## config.mk

```make
export PLATFORM = sky130hd
export DESIGN_NAME = serial_out_sequencer
export DESIGN_NICKNAME = d
export VERILOG_FILES = /design/src/rtl/serial_out_sequencer.sv
export SDC_FILE = /design/constraint.sdc
export NUM_CORES = 1
export LEC_CHECK = 0
export ABC_CLOCK_PERIOD_IN_PS = 10160
export CELL_PAD_IN_SITES_DETAIL_PLACEMENT = 2
export CELL_PAD_IN_SITES_GLOBAL_PLACEMENT = 2
export CORE_ASPECT_RATIO = 0.8
export CORE_MARGIN = 2
export CORE_UTILIZATION = 25
export DETAILED_ROUTE_END_ITERATION = 12
export DONT_BUFFER_PORTS = 1
export PLACE_DENSITY_LB_ADDON = 0.08
export SETUP_SLACK_MARGIN = 0.02
export SYNTH_ARGS = -nofsm -noshare
export SYNTH_HDL_FRONTEND = slang
export SYNTH_SLANG_ARGS = --single-unit
```

## constraint.sdc

```tcl
create_clock -name clk -period 10.16 [get_ports clk]
set_input_delay 1.016 -clock clk [delete_from_list [all_inputs] [get_ports clk]]
set_output_delay 1.016 -clock clk [all_outputs]
set_load 0.02 [all_outputs]
```

## src/rtl/serial_out_sequencer.sv

```systemverilog
// Descriptor FIFO plus frame sequencer feeding the multi-rate serial output stage.
// Frames are issued in write order with a start pulse; abort flushes and pulses stop.
module serial_out_sequencer #(
  parameter int DATA_BIT   = 16,
  parameter int DEPTH_LOG2 = 2,
  parameter int GAP_CYCLES = 0
) (
  input  logic                clk,
  input  logic                rst,
  input  logic                i_wr_en,
  input  logic [DATA_BIT-1:0] i_wr_data,
  input  logic                i_wr_sel_freq,
  input  logic [1:0]          i_wr_idle_mode,
  input  logic                i_run,
  input  logic                i_abort,
  input  logic                i_done_tick,
  output logic                o_full,
  output logic                o_empty,
  output logic                o_start,
  output logic                o_stop,
  output logic [DATA_BIT-1:0] o_data,
  output logic                o_sel_freq,
  output logic [1:0]          o_idle_mode,
  output logic                o_busy,
  output logic [7:0]          o_frame_cnt,
  output logic                o_overflow
);

  localparam int DEPTH   = 1 << DEPTH_LOG2;
  localparam int PTR_W   = DEPTH_LOG2 + 1;
  localparam int ENTRY_W = DATA_BIT + 3;
  localparam int GAP_W   = (GAP_CYCLES > 1) ? $clog2(GAP_CYCLES) : 1;
  localparam logic [GAP_W-1:0] GAP_LAST = (GAP_CYCLES > 0) ? GAP_W'(GAP_CYCLES - 1) : '0;
  localparam logic [PTR_W-1:0] PTR_ONE  = PTR_W'(1);
  localparam logic [GAP_W-1:0] GAP_ONE  = GAP_W'(1);

  typedef enum logic [2:0] {
    ST_IDLE  = 3'd0,
    ST_LOAD  = 3'd1,
    ST_START = 3'd2,
    ST_WAIT  = 3'd3,
    ST_GAP   = 3'd4
  } state_t;

  state_t              state_q;
  logic [ENTRY_W-1:0]  mem_q [DEPTH];
  logic [PTR_W-1:0]    wr_ptr_q, wr_ptr_d;
  logic [PTR_W-1:0]    rd_ptr_q, rd_ptr_d;
  logic                full_q, full_d;
  logic                empty_q, empty_d;
  logic [GAP_W-1:0]    gap_cnt_q;
  logic                start_q, stop_q, busy_q, overflow_q, sel_freq_q;
  logic [DATA_BIT-1:0] data_q;
  logic [1:0]          idle_mode_q;
  logic [7:0]          frame_cnt_q;
  logic                push_s, pop_s;
  logic [ENTRY_W-1:0]  head_s;

  // Flags are sampled pre-edge, so a write while full is dropped even if a pop happens now.
  assign push_s = i_wr_en && !full_q && !i_abort;
  assign pop_s  = (state_q == ST_IDLE) && i_run && !empty_q && !i_abort;
  assign head_s = mem_q[rd_ptr_q[DEPTH_LOG2-1:0]];

  // Next pointer values and the flags derived from them.
  always_comb begin
    wr_ptr_d = wr_ptr_q;
    rd_ptr_d = rd_ptr_q;
    if (i_abort) begin
      wr_ptr_d = '0;
      rd_ptr_d = '0;
    end else begin
      if (push_s) begin
        wr_ptr_d = wr_ptr_q + PTR_ONE;
      end else begin
        wr_ptr_d = wr_ptr_q;
      end
      if (pop_s) begin
        rd_ptr_d = rd_ptr_q + PTR_ONE;
      end else begin
        rd_ptr_d = rd_ptr_q;
      end
    end
    empty_d = (wr_ptr_d == rd_ptr_d);
    full_d  = (wr_ptr_d[PTR_W-1] != rd_ptr_d[PTR_W-1]) &&
              (wr_ptr_d[PTR_W-2:0] == rd_ptr_d[PTR_W-2:0]);
  end

  // FIFO pointers and registered occupancy flags.
  always_ff @(posedge clk or posedge rst) begin
    if (rst) begin
      wr_ptr_q <= '0;
      rd_ptr_q <= '0;
      full_q   <= 1'b0;
      empty_q  <= 1'b1;
    end else begin
      wr_ptr_q <= wr_ptr_d;
      rd_ptr_q <= rd_ptr_d;
      full_q   <= full_d;
      empty_q  <= empty_d;
    end
  end

  // Descriptor storage, packed as {sel_freq, idle_mode, data}.
  always_ff @(posedge clk or posedge rst) begin
    if (rst) begin
      for (int i = 0; i < DEPTH; i++) begin
        mem_q[i] <= '0;
      end
    end else if (push_s) begin
      mem_q[wr_ptr_q[DEPTH_LOG2-1:0]] <= {i_wr_sel_freq, i_wr_idle_mode, i_wr_data};
    end
  end

  // Frame sequencer with registered strobes, frame outputs and status.
  always_ff @(posedge clk or posedge rst) begin
    if (rst) begin
      state_q     <= ST_IDLE;
      gap_cnt_q   <= '0;
      start_q     <= 1'b0;
      stop_q      <= 1'b0;
      busy_q      <= 1'b0;
      overflow_q  <= 1'b0;
      frame_cnt_q <= 8'd0;
      data_q      <= '0;
      sel_freq_q  <= 1'b0;
      idle_mode_q <= 2'd0;
    end else begin
      start_q <= 1'b0;
      stop_q  <= i_abort;
      if (i_abort) begin
        state_q     <= ST_IDLE;
        busy_q      <= 1'b0;
        overflow_q  <= 1'b0;
        frame_cnt_q <= 8'd0;
      end else begin
        if (i_wr_en && full_q) begin
          overflow_q <= 1'b1;
        end
        case (state_q)
          ST_IDLE: begin
            if (pop_s) begin
              data_q      <= head_s[DATA_BIT-1:0];
              idle_mode_q <= head_s[DATA_BIT+1:DATA_BIT];
              sel_freq_q  <= head_s[DATA_BIT+2];
              busy_q      <= 1'b1;
              state_q     <= ST_LOAD;
            end
          end
          ST_LOAD: begin
            start_q <= 1'b1;
            state_q <= ST_START;
          end
          ST_START: begin
            state_q <= ST_WAIT;
          end
          ST_WAIT: begin
            if (i_done_tick) begin
              frame_cnt_q <= frame_cnt_q + 8'd1;
              if (GAP_CYCLES > 0) begin
                gap_cnt_q <= '0;
                state_q   <= ST_GAP;
              end else begin
                busy_q  <= 1'b0;
                state_q <= ST_IDLE;
              end
            end
          end
          ST_GAP: begin
            if (gap_cnt_q == GAP_LAST) begin
              busy_q  <= 1'b0;
              state_q <= ST_IDLE;
            end else begin
              gap_cnt_q <= gap_cnt_q + GAP_ONE;
            end
          end
          default: begin
            busy_q  <= 1'b0;
            state_q <= ST_IDLE;
          end
        endcase
      end
    end
  end

  assign o_full      = full_q;
  assign o_empty     = empty_q;
  assign o_start     = start_q;
  assign o_stop      = stop_q;
  assign o_data      = data_q;
  assign o_sel_freq  = sel_freq_q;
  assign o_idle_mode = idle_mode_q;
  assign o_busy      = busy_q;
  assign o_frame_cnt = frame_cnt_q;
  assign o_overflow  = overflow_q;

endmodule

```

After elaboration in Yosys (flattened, before gate mapping)
Cells that the tools add are included.
{"block": "word_totals", "ff_bits": 119, "in_bits": 25, "out_inout_bits": 33, "word_cells": 88}
{"block": "classes", "addsub": 4, "order_cmp": 3, "eq_ne": 11, "mux": 28, "n_bitwise": 3, "n_reduce_logical": 21}
{"operator": "76-bit bitwise mux", "count": 1}
{"operator": "19-bit 2-to-1 mux", "count": 3}
{"operator": "19-bit binary-select mux with 2-bit select", "count": 1}
{"operator": "19-bit demux with 2-bit select", "count": 1}
{"operator": "3-bit 2-to-1 mux", "count": 8}
{"operator": "8-bit 2-to-1 mux", "count": 3}
{"operator": "3-bit one-hot mux with 5 select lines", "count": 1}
{"operator": "1-bit 2-to-1 mux", "count": 9}
{"operator": "3-bit != test, second input constant", "count": 3}
{"operator": "8-bit by 1-bit adder with 8-bit output, second input constant", "count": 1}
{"operator": "1-bit logical AND", "count": 8}
{"operator": "3-bit by 1-bit adder with 3-bit output, second input constant", "count": 2}
{"operator": "3-bit by 2-bit == test with 1-bit output, second input constant", "count": 2}
{"operator": "3-bit >= comparator, second input constant", "count": 2}
{"operator": "2-bit NOT with 3-bit output", "count": 2}
{"operator": "3-bit AND reduction", "count": 2}
{"operator": "2-bit nonzero test", "count": 3}
{"operator": "1-bit one-hot mux with 4 select lines", "count": 1}
{"operator": "2-bit AND reduction", "count": 2}
{"operator": "4-bit AND reduction", "count": 1}
{"operator": "3-bit by 1-bit == test with 1-bit output, second input constant", "count": 1}
{"operator": "3-bit == test", "count": 1}
{"operator": "3-bit == test, second input constant", "count": 1}
{"operator": "1-bit logical NOT", "count": 3}
{"operator": "other kinds (8)", "count": 8}

Logic depth before layout (Yosys ltp)
Gate-level depths: netlist (run 1).
{"block": "logic_depth", "depth_word": 8, "mapped_depth": 7, "depth_no_buf": 7}

Worst setup path before layout (run 1)
OpenSTA, ideal clock, no wires.
{"block": "synth_path", "path_kind": "in2reg", "start": "input port i_abort", "end": "register mem_q[0] (netlist bit)", "setup_time_ps": 125, "arrival_time_ps": 2076, "t_required_ps": 10035, "setup_slack_ps": 7959, "cell_stages": 5, "path_buffers": 3, "cell_sequence": "buf_6 -> and4bb_4 -> buf_6 -> buf_6 -> mux2_2"}
{"block": "synth_via", "elab_chain_cells": 2}
{"element": "start, declared", "line": "15", "source": "input logic i_abort,"}
{"element": "1-bit logical NOT", "line": "60", "source": "assign push_s = i_wr_en && !full_q && !i_abort;"}
{"element": "1-bit logical AND", "line": "60"}
{"element": "end signal, assigned by index", "line": "110", "source": "mem_q[wr_ptr_q[DEPTH_LOG2-1:0]] <= {i_wr_sel_freq, i_wr_idle_mode, i_wr_data};"}
{"element": "end, declared", "line": "46", "source": "logic [ENTRY_W-1:0] mem_q [DEPTH];"}
No other way between the ends.
A chain may end at the register's enable or synchronous reset.

Final worst setup path (run 1)
{"block": "layout_path", "start": "register state_q[0]", "end": "register data_q[8] (netlist: o_data[8])"}
{"block": "layout_via", "elab_chain_cells": 5}
{"element": "start, declared", "line": "45", "source": "state_t state_q;"}
{"element": "start signal, assigned", "line": "117", "source": "state_q <= ST_IDLE;"}
{"element": "start signal, assigned", "line": "131", "source": "state_q <= ST_IDLE;"}
{"element": "start signal, assigned", "line": "146", "source": "state_q <= ST_LOAD;"}
{"element": "3-bit logical NOT (*)", "line": "61, 139"}
{"element": "1-bit logical AND (3 in series)", "line": "61", "source": "assign pop_s = (state_q == ST_IDLE) && i_run && !empty_q && !i_abort;"}
{"element": "3-bit AND reduction (no source line) (*)"}
{"element": "end signal, assigned", "line": "142", "source": "data_q <= head_s[DATA_BIT-1:0];"}
{"element": "end, declared", "line": "53", "source": "logic [DATA_BIT-1:0] data_q;"}
Mark *: on every way between the ends. The rest lies on a longest branch, timed or not.

==> flow_summary.yaml, run 1 <==
run_status:
  outcome: "finished with violations"
  violations: "DRC"
final_layout:
  final_nets: 378
  drive_gt1_frac: 0.449
  area_growth_syn_to_layout_pct: 16.2
  post-route-util: 0.297
  diodes: 0
pwr:
  switchingPower_uw: 468
  swShare: 0.272
  ir_worst_vdd_uv: 101
  power_frac_comb: 0.183
  power_frac_seq: 0.438
  p_leak_uw: 0.00267
  p_clk_frac: 0.379
  p_per_area_nw_per_um2: 278
  internal_power_uw: 1250
drt:
  routed_wirelength_mm: 12.3
  drt_iter0_drc: 81
  drt_pass1_iterations: 8
  viasPerCell: 4.48
  antenna_left: 0
  drc: 4
  wl_per_cell_um: 19.6
  num_vias: 2803
critical_path:
  crit_arrival_ns: 2.61
  reg2reg_slack_ns: 7.84
  crit_chain: "inv_1 > ha_1 > nand3b_2 > nor2_2 > buf_4 > mux2_2"
  r2r-start: "state_q[0]$_DFFE_PP0P_"
  critPathRequiredTime_ns: 10.45
  critical_path.top_delay_family: "simple AND/OR/NAND/NOR gates"
  startpoint: "state_q[0]$_DFFE_PP0P_"
  critPathKind: "reg -> reg"
  end_kind: "flop"
  crit_path_max_fanout: 11
  crit_slowest_cell: "nor2_2"
  path_buf_inv: 2
  max_stage_delay_ns: 0.53
  crit_path_start_kind: "flop"
clock_tree:
  clkTransAtPathRegs_ns: 0.05
  htree_levels: 4
  cts_buffer_depth: 2
  root_buffer: "clkbuf_16"
  ctsHoldBuffers: 0
  cts_sinks: 117
  post-cts-setup-buffer-count: 0
  cts_made_buffers: 17
  cts_resized: 0
  insertion_delay_ns: 0.41
  cts_tree: "done"
timing:
  finalHoldViolCount: 0
  finClkSkew_ns: 0.00805
  max_slew_margin: 0.318
  tns_ns: 0
  tightest_slew_ns: 1.02
  slew_violations: 0
  period_needed_ns: 2.32
  final-setup-viol-count: 0
  fmax_mhz: 431
  min_period_over_period: 0.228
  rsz0062_at_grt: "no"
floorplan:
  core_area_um2: 20800
  die_h_um: 135
  ioPinCount: 58
  start_util: 0.256
  fp.dieArea_um2: 22500
  rows: 47
  fp.dieW_um: 167
global_routing:
  grt_util_all_layers: 0.121
  antenna_found_initial: 0
  grt.overflow.total: 0
  grt_pass1_wl_mm: 20.2
  grt_max_degree: 78
  grt_pass1_vias: 3322
worst_hold_path:
  hold_path_class: "reg -> reg"
  hp-start: "mem_q[18]$_DFFE_PP0P_"
run:
  maxCapViolCount: 0
yosys:
  ys_top_cells_by_area: "dfrtp_1 (54%), mux2_2 (14%), mux2_4 (8.5%)"
  synth_flop_cell: "dfrtp_1"
  ys_ff_latch: 117
  synthesis.area_um2: 5330
  seq_area_frac_synth: 0.550
  async_reset_ff_frac: 1.00
  synth_nets: 369
  yosysUniqueCellTypes: 33
  ys_warn_count: 0
  synth_area_leader_cell: "dfrtp_1"
  synth_top_area_frac: 0.545
  postSynthAreaPerCell_um2: 16.0
  synth_edf_count: 0
  synthCells: 334
  synthTopCellsByCount: "dfrtp_1 (116), mux2_2 (65), mux2_4 (30)"
  synth_most_common_cell: "dfrtp_1"
place:
  place_congestion: 0.701
  hpwl_mm: 7.59
  port_buffers: 0
-- cell families (layout without fill, tap and decap cells) --
family | Yosys count | count (layout) | share of synthesized area
flip-flops | 117 | 117 | 0.550
multiplexers | 116 | 116 | 0.306
AND/OR/NAND/NOR | 51 | 51 | 0.0582
buffers and inverters | 22 | 44 | 0.0338
XOR/XNOR | 13 | 13 | 0.0228
adder cells (fa/ha/maj) | 10 | 10 | 0.0235
AO/OA/AOI/OAI | 5 | 5 | 0.00587
-- metal layers --
metal / share of wire / global-route usage
met1: 0.46 / 0.161
met3: 0.059 / 0.0460
met4: 0.013 / 0.0420
met5: 0 / 0
met2: 0.46 / 0.182
-- placed cells by master, fill, tap and decap left out, types with 2 or more instances in the layout --
cell / count
nor2_2: 2
nand4_1: 2
inv_1: 4
dfrtp_1: 116
nand2b_1: 2
mux2i_1: 2
a21oi_1: 4
mux4_2: 19
nand3_1: 2
xor2_1: 8
clkbuf_1: 4
nor3_1: 6
clkinv_2: 4
clkbuf_16: 17
bufinv_16: 5
nand2_1: 3
xnor2_1: 4
nor2_1: 19
nor2b_4: 2
buf_4: 7
nor2b_1: 2
mux2_2: 65
and2_1: 5
ha_1: 10
mux2_4: 30
-- final timing paths --
path	end	cells past startpoint
setup / recovery	o_data[8]$_DFFE_PP0P_	6
hold / removal	mem_q[18]$_DFFE_PP0P_	1
setup reg to reg	o_data[8]$_DFFE_PP0P_	6
hold reg to reg	mem_q[18]$_DFFE_PP0P_	1
max in group asynchronous	o_idle_mode[1]$_DFFE_PP0P_	2
min in group asynchronous	mem_q[65]$_DFFE_PP0P_	1
-- metrics by stage --
step	setup slack, ns	area [um2]	hold slack [ns]	instances	total power, uW
4_1_cts	7.78	6190	0.508	625	1760
5_1_grt	7.65	6190	0.516	625	1820
2_1_floorplan	6.04	5330	0.475	334	1000
3_3_place_gp	7.66	5560	0.485	593	1070
3_5_place_dp	7.62	5560	0.491	593	1090
6_report	7.84	6190	0.501	625	1720
-- flip-flops by register name (all words and copies together) (netlist names), 2 cells and up --
signal	count
o_idle_mode	2
mem_q	76
o_frame_cnt	8
o_data	16
wr_ptr_q	3
state_q	2
rd_ptr_q	3
-- power groups by stage --
stage	combinational (uW)	sequential (uW)	clock, uW
after floorplan	281	721	0
after global placement	312	762	0
after detailed placement	321	766	0
after CTS	322	759	673
after global routing	351	778	697
final	314	754	651
-- worst register-to-register path, cell delays in order (launching register included) --
cell and delay [ns]:
dfrtp_1 0.43, inv_1 0.12, ha_1 0.27, nand3b_2 0.17, nor2_2 0.53, buf_4 0.33, mux2_2 0.36
-- cell type report --
type                            count  area [um2]
Fill cell                        2156       14600
Sequential cell                   117        2930
Multi-Input combinational cell    195        2220
Clock buffer                       22         454
Tap cell                          269         337
Clock inverter                     10         178
Timing Repair Buffer                7        52.6
Inverter                            5        21.3
Power figures use the tool's default switching activity.
==> inputs of run 2 (changes only) <==
- ABC_CLOCK_PERIOD_IN_PS: 10160 -> 2250
- clock period: 10.16 -> 2.25 ns (I/O delays scaled with it)
==> run 2 against run 1 <==
Effect of this change: the run still ends with DRC left; flip-flop and latch count did not move; core utilization grew 1.4 points; critical path depth decreased by 1; cell area increased by 4.6%; sequential power rose to 4.5 times the previous value; cell count is 4.8% higher; clock skew rose by 0.0033 ns; global-route usage increased by 0.52 points; hold slack worse by 0.37 ns; via count grew 3.1%; die area is the same; worst setup slack worse by 7.4 ns; critical path type unchanged; critical endpoint is now o_full$_DFF_PP0_; largest cell class unchanged.
==> flow_summary.yaml, run 2 (synthesis gave the netlist of run 1 again) <==
drt:
  viasPerCell: 4.41
  antenna_left: 0
  wl_per_cell_um: 19.5
  num_vias: 2889
  drt_iter0_drc: 95
  drt_pass1_iterations: 8
  routed_wirelength_mm: 12.8
  drc: 2
clock_tree:
  cts_tree: "done"
  root_buffer: "clkbuf_16"
  clkTransAtPathRegs_ns: 0.05
  insertion_delay_ns: 0.42
  cts_made_buffers: 17
  cts_resized: 0
  cts_sinks: 117
  htree_levels: 4
  cts_buffer_depth: 2
timing:
  worst_slack_ns: 0.433
  final-setup-viol-count: 0
  fmax_mhz: 550
  period_needed_ns: 1.82
  tns_ns: 0
  rsz0062_at_grt: "no"
  finClkSkew_ns: 0.0113
  min_period_over_period: 0.808
  finalHoldViolCount: 0
  whs_ns: 0.131
  slew_violations: 0
  max_slew_margin: 0.399
  tightest_slew_ns: 0.898
floorplan:
  fp.dieArea_um2: 22500
  core_area_um2: 20800
  ioPinCount: 58
  rows: 47
  fp.dieW_um: 167
  start_util: 0.256
  die_h_um: 135
critical_path:
  critPathKind: "reg -> reg"
  max_stage_delay_ns: 0.55
  r2r_cells: 5
  critPathRequiredTime_ns: 2.57
  crit_chain: "and4bb_4 > xnor2_2 > xnor2_1 > nor2_2 > nor4b_4"
  crit_slowest_cell: "and4bb_4"
  reg2reg_slack_ns: 0.43
  cp.depth: 5
  critical_path.top_delay_family: "simple AND/OR/NAND/NOR gates"
  crit_end: "o_full$_DFF_PP0_"
  end_kind: "flop"
  path_buf_inv: 0
  r2r_end: "o_full$_DFF_PP0_"
  r2r-start: "o_full$_DFF_PP0_"
  crit_path_max_fanout: 12
  crit_arrival_ns: 2.14
  crit_path_start_kind: "flop"
  startpoint: "o_full$_DFF_PP0_"
final_layout:
  final_common_cell: "dfrtp_1"
  diodes: 0
  regMostFlops: "mem_q"
  fillers: 2144
  regArea_um2: 2930
  area_growth_syn_to_layout_pct: 21.6
  largest_reg_flops: 76
  final_cell_mix: "dfrtp_1 (116), mux2_2 (65), mux2_4 (30)"
  final_nets: 408
  multiInputGateArea_um2: 2220
  drive_gt1_frac: 0.440
global_routing:
  antenna_found_initial: 0
  grt.overflow.total: 0
  grt_pass1_vias: 3461
  grt_pass1_wl_mm: 21.2
  grt_max_degree: 36
  grt_util_all_layers: 0.126
run_status:
  violations: "DRC"
  outcome: "finished with violations"
pwr:
  ir_worst_vdd_uv: 508
  power_uw: 7560
  p_per_area_nw_per_um2: 1170
  p_leak_uw: 0.00279
place:
  place_congestion: 0.654
  hpwl_mm: 8.38
  pre_cts_slack_ns: 0.420
  port_buffers: 0
worst_hold_path:
  hold_path_class: "in -> reg"
run:
  maxCapViolCount: 0
[run 2: changes by cell type in the layout (fill, tap and decap cells not counted)]
cell	previous run	this run
clkinvlp_4	1	4
inv_4	1	0
buf_4	7	10
bufinv_16	5	1
clkbuf_1	4	2
clkbuf_8	1	5
dlygate4sd3_1	0	22
buf_12	0	5
[run 2: metal layers]
metal  part of all wire  wire length [um]  GRT usage  vias up
li1                   -                 -          -     1275
met1               0.48              6180      0.168     1555
met2               0.47              5970      0.197       46
met3              0.039               497     0.0431       13
met4              0.011               144     0.0377        0
met5                  0                 0          0        -
[run 2: worst min-delay path by stage]
stage	to	startpoint	slack, ns	cells past startpoint
detailed placement	o_stop$_DFF_PP0_	i_abort	0.26	0
finish	o_busy$_DFFE_PP0P_	i_run	0.13	4
global placement	o_stop$_DFF_PP0_	i_abort	0.26	0
CTS	o_busy$_DFFE_PP0P_	i_run	0.12	4
floorplan	o_stop$_DFF_PP0_	i_abort	0.26	0
global route	o_busy$_DFFE_PP0P_	i_run	0.15	4
[run 2: cell type report]
type / count / share of cell area
multi-input combinational: 195 / 0.343
inverter: 5 / 0.00348
clock buffer: 24 / 0.0775
clock inverter: 8 / 0.0112
sequential: 117 / 0.452
tap: 269 / 0.0520
timing repair buffer: 37 / 0.0611
[run 2: power by group]
group	total, uW	switching (uW)	internal [uW]
clock network	2640	984	1660
logic	1550	569	986
registers	3370	626	2740
[run 2: metrics by stage]
step / utilization / cell area [um2] / cells
floorplan: - / 5330 / 334
global placement: 0.273 / 5680 / 601
detailed placement: 0.273 / 5680 / 601
CTS: 0.311 / 6480 / 655
global route: 0.311 / 6480 / 655
finish: 0.311 / 6480 / 655
[run 2: worst min-delay path, delay by kind of cell]
| kind | cells | cell delay, ns |
|---|---|---|
| AND/OR/NAND/NOR | 4 | 0.27 |
[run 2: repair_timing]
item	CTS	global route
hold endpoints to repair	123	0
endpoints found under the setup margin	0	0
hold buffers	22	0
setup buffers	0	0
==> inputs of run 3 (changes only) <==
- ABC_CLOCK_PERIOD_IN_PS: 2250 -> 1500
- clock period: 2.25 -> 1.5 ns (I/O delays scaled with it)
==> run 3 against run 2 <==
Effect of this change: the run ends with DRC, hold timing, setup timing left; core utilization rose by 4.6 points; wire length rose by 11%; fmax rose by 10%; cell area is 15% higher; sequential power increased by 50%; register-to-register slack got worse by 0.58 ns; non-clock buffer count up 39; clock power rose by 48%; first-iteration DRC count decreased by 18%.
==> flow_summary.yaml, run 3 (synthesis gave the netlist of run 1 again) <==
final_layout:
  regArea_um2: 2930
  multiInputGateArea_um2: 2610
  instances_no_fill: 694
  diodes: 0
  fillers: 2095
  drive_gt1_frac: 0.560
  area_growth_syn_to_layout_pct: 39.4
  final_nets: 447
  final_cell_mix: "dfrtp_1 (115), mux2_4 (91), buf_4 (27)"
  final_common_cell: "dfrtp_1"
  largest_reg_flops: 76
  regMostFlops: "mem_q"
place:
  place_congestion: 0.710
  dp_cells: 622
  port_buffers: 0
  hpwl_mm: 8.42
  pre_cts_slack_ns: -0.138
run_status:
  outcome: "finished with violations"
  violations: "DRC, hold timing, setup timing"
drt:
  drc: 3
  drt_iter0_drc: 78
  antenna_left: 0
  num_vias: 3054
  drt_pass1_iterations: 7
  wl_per_cell_um: 20.5
  routed_wirelength_mm: 14.3
  viasPerCell: 4.40
timing:
  rsz0062_at_grt: "yes"
  finClkSkew_ns: 0.00966
  worst_slack_ns: -0.145
  period_needed_ns: 1.65
  max_slew_margin: 0.779
  min_period_over_period: 1.10
  slew_violations: 0
  finalHoldViolCount: 21
  final-setup-viol-count: 99
  whs_ns: -0.247
  fmax_mhz: 608
  tightest_slew_ns: 0.330
  tns_ns: -7.24
global_routing:
  grt.overflow.total: 0
  grt_pass1_wl_mm: 23.3
  met1_usage: 0.186
  antenna_found_initial: 0
  grtUsageMet3: 0.0360
  grt_max_degree: 60
  busiest_layer: "met2"
  grt_pass1_vias: 3681
  grtUsageMet2: 0.221
  grt_util_all_layers: 0.138
critical_path:
  end_kind: "flop"
  crit_path_start_kind: "flop"
  r2r-start: "state_q[1]$_DFFE_PP0P_"
  path_buf_inv: 2
  crit_chain: "buf_4 > buf_4 > ha_4 > and2_4 > o2111a_1 > nand3_1 > xor2_1 > nor2_1"
  reg2reg_slack_ns: -0.15
  crit_path_max_fanout: 2
  critPathKind: "reg -> reg"
  r2r_end: "o_frame_cnt[7]$_DFFE_PP0P_"
  crit_arrival_ns: 1.96
  crit_top_cell: "buf_4"
  max_stage_delay_ns: 0.39
  critPathRequiredTime_ns: 1.81
  crit_slowest_cell: "dfrtp_1"
  critical_path.top_delay_family: "flip-flops"
  r2r_cells: 8
clock_tree:
  htree_levels: 4
  ctsHoldBuffers: 21
  root_buffer: "clkbuf_16"
  cts_made_buffers: 17
  cts_sinks: 117
  cts_buffer_depth: 2
  clkTransAtPathRegs_ns: 0.06
  cts_tree: "done"
  insertion_delay_ns: 0.42
worst_hold_path:
  whs_endpoint: "o_stop$_DFF_PP0_"
  hp-start: "i_abort"
  hold_path_class: "in -> reg"
  holdPathStages: 0
floorplan:
  ioPinCount: 58
  die_h_um: 135
  fp.dieArea_um2: 22500
  core_area_um2: 20800
  rows: 47
  fp.dieW_um: 167
  start_util: 0.256
run:
  maxCapViolCount: 0
pwr:
  ir_worst_vdd_uv: 751
  p_per_area_nw_per_um2: 1660
  p_leak_uw: 0.00324
run 3: metal layers:
metal  routed length (um)  up-vias  part of all wire
met5                    0        -                 0
met4                  130        0            0.0091
met3                  444        9             0.031
met2                 6820       44              0.48
met1                 6860     1647              0.48
li1                     -     1354                 -
run 3: how the worst max path moves through the flow:
| stage | startpoint | end | slack [ns] | cells after the start |
|---|---|---|---|---|
| detailed placement | wr_ptr_q[0]$_DFF_PP0_ | o_full$_DFF_PP0_ | -0.14 | 6 |
| CTS | o_full$_DFF_PP0_ | o_full$_DFF_PP0_ | -0.15 | 6 |
| finish | state_q[1]$_DFFE_PP0P_ | o_frame_cnt[7]$_DFFE_PP0P_ | -0.15 | 8 |
| global route | state_q[1]$_DFFE_PP0P_ | o_full$_DFF_PP0_ | -0.25 | 7 |
| global placement | o_full$_DFF_PP0_ | mem_q[55]$_DFFE_PP0P_ | -0.13 | 5 |
| floorplan | o_full$_DFF_PP0_ | mem_q[19]$_DFFE_PP0P_ | -0.13 | 6 |
run 3: where the power goes:
part           switching [uW]  internal [uW]  total (uW)
clock network            1480           2440        3920
logic                    1100           2230        3330
registers                 954           4110        5070
run 3: area by class of cell:
| type | instances | area share |
|---|---|---|
| multi-input combinational | 195 | 0.351 |
| clock inverter | 8 | 0.00994 |
| timing repair buffer | 76 | 0.130 |
| inverter | 5 | 0.00303 |
| clock buffer | 24 | 0.0662 |
| sequential | 117 | 0.394 |
| tap | 269 | 0.0453 |
run 3: metrics by stage:
step / utilization / instance area (um2) / total power (uW)
3_3_place_gp: 0.287 / 5980 / 7650
4_1_cts: 0.352 / 7320 / 12400
3_5_place_dp: 0.287 / 5980 / 7760
6_report: 0.357 / 7430 / 12300
5_1_grt: 0.357 / 7430 / 13000
2_1_floorplan: - / 5390 / 6940
run 3: repair_timing:
action | 4_1_cts | 5_1_grt
endpoints found under the setup margin | 103 | 105
resized for setup | 84 | 14
gates cloned | 5 | 1
endpoints found under the hold margin | 214 | 21
setup buffers | 11 | 2
pin swaps | 7 | 11
run 3: worst register-to-register path, cell delays in order (launching register included):
cell	delay [ns]
dfrtp_1	0.39
buf_4	0.14
buf_4	0.14
ha_4	0.15
and2_4	0.16
o2111a_1	0.26
nand3_1	0.10
xor2_1	0.15
nor2_1	0.06
